[src/rtl/hazard_scheduler.sv]
// hazard_scheduler: in-order issue stage with an E/M/W write scoreboard, RAW stalls (no forwarding),
// a multi-cycle multiplier hold on E, and a saturating stall-cycle counter.
module hazard_scheduler #(
    parameter int MUL_LATENCY = 4
) (
    input  logic        clk,
    input  logic        rst,
    input  logic        in_valid,
    input  logic [31:0] in_ctrl,
    output logic        in_ready,
    output logic        ex_valid,
    output logic [31:0] ex_ctrl,
    output logic        mul_start,
    output logic        mul_busy,
    output logic        stall,
    output logic [15:0] stall_count
);
    typedef enum logic {RUN, MUL} state_t;
    state_t      state_q, state_d;
    logic [3:0]  cnt_q, cnt_d;
    logic        ex_valid_q, ex_valid_d;
    logic [31:0] ex_ctrl_q, ex_ctrl_d;
    logic [6:0]  m_q, m_d, w_q, e_sb;
    logic        mul_start_q, mul_start_d, mul_busy_q, mul_busy_d;
    logic [15:0] stall_count_q, stall_count_d;
    logic [4:0]  rs, rt;
    logic        nop, reads_rs, reads_rt, is_mul, hazard, accept;

    // Scoreboard entry is {valid, wb_en, wb_reg}; register 0 is never blocked.
    function automatic logic blocks(input logic [6:0] sb, input logic [4:0] r);
        return sb[6] & sb[5] & (sb[4:0] == r) & (r != 5'd0);
    endfunction

    assign e_sb     = {ex_valid_q, ex_ctrl_q[5], ex_ctrl_q[4:0]};
    assign rs       = in_ctrl[26:22];
    assign rt       = in_ctrl[21:17];
    assign nop      = ~in_ctrl[5] & ~in_ctrl[7];
    assign reads_rs = ~nop;
    assign reads_rt = ~nop & (~in_ctrl[10] | in_ctrl[7]);
    assign is_mul   = in_ctrl[5] & ~in_ctrl[6] & in_ctrl[11];
    assign hazard   = (reads_rs & (blocks(e_sb, rs) | blocks(m_q, rs) | blocks(w_q, rs)))
                    | (reads_rt & (blocks(e_sb, rt) | blocks(m_q, rt) | blocks(w_q, rt)));
    assign in_ready = (state_q == RUN) & ~hazard;
    assign stall    = in_valid & ~in_ready;
    assign accept   = in_valid & in_ready;

    assign ex_valid    = ex_valid_q;
    assign ex_ctrl     = ex_ctrl_q;
    assign mul_start   = mul_start_q;
    assign mul_busy    = mul_busy_q;
    assign stall_count = stall_count_q;

    always_comb begin
        state_d       = state_q;
        cnt_d         = cnt_q;
        ex_valid_d    = ex_valid_q;
        ex_ctrl_d     = ex_ctrl_q;
        m_d           = e_sb;
        mul_start_d   = 1'b0;
        mul_busy_d    = mul_busy_q;
        stall_count_d = (stall && stall_count_q != 16'hFFFF) ? stall_count_q + 16'd1 : stall_count_q;
        if (state_q == RUN) begin
            ex_valid_d  = accept;
            ex_ctrl_d   = accept ? in_ctrl : 32'd0;
            mul_start_d = accept & is_mul;
            if (accept && is_mul && MUL_LATENCY > 1) begin
                state_d    = MUL;
                mul_busy_d = 1'b1;
                cnt_d      = 4'(MUL_LATENCY - 1);
            end
        end else begin
            // E is frozen on the multiply, so M receives bubbles while older writes drain.
            m_d   = 7'd0;
            cnt_d = cnt_q - 4'd1;
            if (cnt_q == 4'd1) begin
                state_d    = RUN;
                mul_busy_d = 1'b0;
            end
        end
    end

    always_ff @(posedge clk) begin
        if (rst) begin
            state_q       <= RUN;
            cnt_q         <= 4'd0;
            ex_valid_q    <= 1'b0;
            ex_ctrl_q     <= 32'd0;
            m_q           <= 7'd0;
            w_q           <= 7'd0;
            mul_start_q   <= 1'b0;
            mul_busy_q    <= 1'b0;
            stall_count_q <= 16'd0;
        end else begin
            state_q       <= state_d;
            cnt_q         <= cnt_d;
            ex_valid_q    <= ex_valid_d;
            ex_ctrl_q     <= ex_ctrl_d;
            m_q           <= m_d;
            w_q           <= m_q;
            mul_start_q   <= mul_start_d;
            mul_busy_q    <= mul_busy_d;
            stall_count_q <= stall_count_d;
        end
    end
endmodule

[config.mk]
export PLATFORM = sky130hd
export DESIGN_NAME = hazard_scheduler
export DESIGN_NICKNAME = d
export VERILOG_FILES = /design/src/rtl/hazard_scheduler.sv
export SDC_FILE = /design/constraint.sdc
export NUM_CORES = 1
export LEC_CHECK = 0
export CORE_AREA = 2 2 83 85
export DETAILED_ROUTE_END_ITERATION = 7
export DIE_AREA = 0 0 85 87
export PLACE_DENSITY = 0.87
export SLEW_MARGIN = 10
export SYNTH_ARGS = -nofsm -noshare
export SYNTH_HDL_FRONTEND = slang
export SYNTH_SLANG_ARGS = --single-unit
[constraint.sdc]
create_clock -name clk -period 3.07 [get_ports clk]
set_input_delay 0.614 -clock clk [delete_from_list [all_inputs] [get_ports clk]]
set_output_delay 0.614 -clock clk [all_outputs]
set_load 0.02 [all_outputs]
==> run summary <==
outcome - finished clean
number of flops mapped to enable cells by yosys - 0
Clock Power Share - 35.7%
#FFs+latches synth - 70
Post-Syn Instances - 296
Root Buffer - clkbuf_8
slowest stage cell on the critical path - or4_4
n_diodes - 0
worst hold path type - reg -> reg
count of cell types in the netlist - 46
Reg power frac - 50.9%
Comb pwr share - 13.4%
die extent in y - 87 um
core box area - 6570 um2
Slew Limit Fails - 0
Placement Cell Area - 4100 um2
slowest stage delay, CP - 0.54 ns
All-Layer GR Usage - 21.1%
TritonCTS buffer count - 9
DR DRC count - 0
vias in the first global route - 2554
final worst-path cycle share - 99.0%
fillers - 486
# setup viols final - 0
Net Sw Frac - 26.4%
syn_nets - 334
share of the yosys chip area belonging to registers - 47.1%
NetSw - 499 uW
Via density - 5.40
CTS sink count - 70
ys flop type - dfxtp_1
Final nets - 445
layout cell share with drive strength beyond 1 - 15.0%
RSZ-0062 raised after global routing - no
Overflow after GRT - 0
largest net degree at the start of global routing - 33
Crit Path Max Fanout - 3
critical path, cell by cell - dlygate4sd2_1, or4_4, o22a_1, buf_4, a211o_4, nor2_2, buf_2
Clock Tree Buf Depth - 2
worst path arrival time - 2.43 ns
die area - 7400 um2
antenna violations before repair - 0
multi-input logic area - 1500 um2
syn avg cell area - 10.1 um2
Post-DRT Antenna Nets - 0
Rel. slew slack - 67.7%
maximum vdd drop - 0.349 mV
Internal - 1.39 mW
async set-reset flop share out of synthesis - 0%
router iterations before antenna repair - 4
global-route wire length before repair - 12400 um
overall power - 1.89 mW
per-cell routed wire length - 15.5 um
CP Capture Type - output pin
io pins - 88
IO Port Bufs - 87
Total Wirelength - 7620 um
die width - 85 um
Critical Path RT - 2.46 ns
First DRT Iteration DRCs - 172
routed via count - 2659
hold buffers post-CTS - 0
Tightest Pin Transition - 0.482 ns
design area - 4320 um2
Setup Slack @ Placement - -0.626 ns
leak pwr - 1.62 nW
CTS tree - built
fin worst setup slack - 0.0300 ns
Yosys warnings - 0
Initial Utilization - 45.3%
detailed placement HPWL - 5480 um
Final Hold Vio Count - 0
Min Hold Slack - 0.474 ns
Final Skew - 0.0127 ns
Netlist Area Pre-Place - 2980 um2
Clock Pin Slew Worst Setup and Hold Paths - 0.07 ns
Max Cap Viol - 0
fin crit period - 3.04 ns
Cell Rows - 30
worst setup path class - in -> out
Peak Freq - 329 MHz
Clock Latency Late Sink - 0.35 ns
Reg area - 1400 um2
RD Place Congestion - 0.859
Layout area overhead - 45.2%
Startpoint Class - input pin
H-Tree Depth - 3
P per Cell Area - 437 nW/um2
[layout make-up]
class / instances / share of cell area (%)
tap: 80 / 2.32
multi-input combinational: 201 / 34.7
inverter: 10 / 0.869
clock inverter: 6 / 1.04
timing repair buffer: 115 / 25.5
clock buffer: 10 / 3.19
sequential: 70 / 32.4
[per-stage QoR]
| step | utilization (%) | std cells | TNS [ns] |
|---|---|---|---|
| 2_1_floorplan | - | 296 | 0 |
| 3_3_place_gp | 62.4 | 475 | -2.18 |
| 3_5_place_dp | 62.4 | 475 | -3.40 |
| 4_1_cts | 65.6 | 492 | 0 |
| 5_1_grt | 65.8 | 492 | 0 |
| 6_report | 65.8 | 492 | 0 |
[logic make-up (layout without fill, tap and decap cells)]
group | count (synthesis) | count (layout) | share of synthesized area (%)
compound gates | 74 | 74 | 19.5
xor+xnor | 34 | 34 | 10.0
fa+ha+maj | 3 | 3 | 1.26
buf+inv | 25 | 141 | 3.91
flops | 70 | 70 | 47.1
mux | 2 | 2 | 0.715
simple gates | 88 | 88 | 17.5
[final timing paths]
kind | from | endpoint | cells after the start | slack, ns
max | in_ctrl[26] | in_ready | 7 | 0.03
min | ex_ctrl[11]$_SDFFE_PP0N_ | ex_ctrl[11]$_SDFFE_PP0N_ | 1 | 0.47
max reg2reg | ex_ctrl[3]$_SDFFE_PP0N_ | stall_count[10]$_SDFFE_PP0P_ | 10 | 0.47
min reg2reg | ex_ctrl[11]$_SDFFE_PP0N_ | ex_ctrl[11]$_SDFFE_PP0N_ | 1 | 0.47
[per-layer routing]
| layer | GRT usage (%) | vias up | wire [um] |
|---|---|---|---|
| li1 | - | 1310 | - |
| met1 | 28.7 | 1248 | 3500 |
| met2 | 32.7 | 92 | 3550 |
| met3 | 5.69 | 9 | 456 |
| met4 | 6.35 | 0 | 115 |
| met5 | 0 | - | 0 |
[synthesized netlist by cell type (all sizes together) (2+ instances only)]
library cell | number | area share (%)
a22o | 32 | 9.4
or3 | 8 | 1.7
and2 | 8 | 1.7
o31ai | 3 | 0.76
a21oi | 12 | 2.0
xnor2 | 17 | 5.0
o21ai | 10 | 1.8
nor2 | 11 | 1.4
buf | 5 | 1.4
and3 | 5 | 1.2
nand3 | 14 | 2.4
inv | 10 | 1.3
dfxtp | 70 | 47
o211ai | 2 | 0.67
ha | 3 | 1.3
nor2b | 10 | 2.1
clkbuf | 10 | 1.3
nand2 | 8 | 1.0
nor3 | 6 | 1.4
nand4 | 6 | 1.3
or4 | 5 | 1.3
o22ai | 2 | 0.42
a211oi | 3 | 0.76
nor4 | 5 | 1.6
xor2 | 17 | 5.0
a2111oi | 2 | 0.59
[power by group through the flow]
stage / combinational, mW / sequential (mW) / clock [mW]
CTS: 0.254 / 0.961 / 0.690
finish: 0.253 / 0.962 / 0.673
global placement: 0.243 / 0.980 / 0
detailed placement: 0.250 / 0.982 / 0
floorplan: 0.0901 / 1.00 / 0
global route: 0.271 / 0.965 / 0.738
[placed cells by master (no fill, tap or decap), drive strengths merged, types with 10 or more instances in the layout]
| cell | instances |
|---|---|
| clkdlybuf4s50 | 77 |
| dfxtp | 70 |
| a22o | 32 |
| buf | 30 |
| xor2 | 17 |
| xnor2 | 17 |
| nand3 | 14 |
| a21oi | 12 |
| inv | 11 |
| nor2 | 11 |
| clkbuf | 10 |
| nor2b | 10 |
| o21ai | 10 |
[flip-flops by register name, indices dropped and copies added, names as in the netlist]
name	cells
cnt_q	4
ex_ctrl	32
ex_valid	1
m_q	7
mul_busy	1
mul_start	1
stall_count	16
state_q	1
w_q	7
[worst max-delay path, delay by kind of cell]
family	cells	cell delay, ns
buffers and inverters	3	0.59
AND/OR/NAND/NOR	2	0.69
AO/OA/AOI/OAI	2	0.54
[repair_timing]
action / CTS / global route
buffers inserted: 1 / 0
pin swaps: 5 / 4
endpoints found under the hold margin: 0 / 0
resized for setup: 22 / 3
setup endpoints to repair: 2 / 11
No activity file was read; power rests on OpenSTA's default activity.
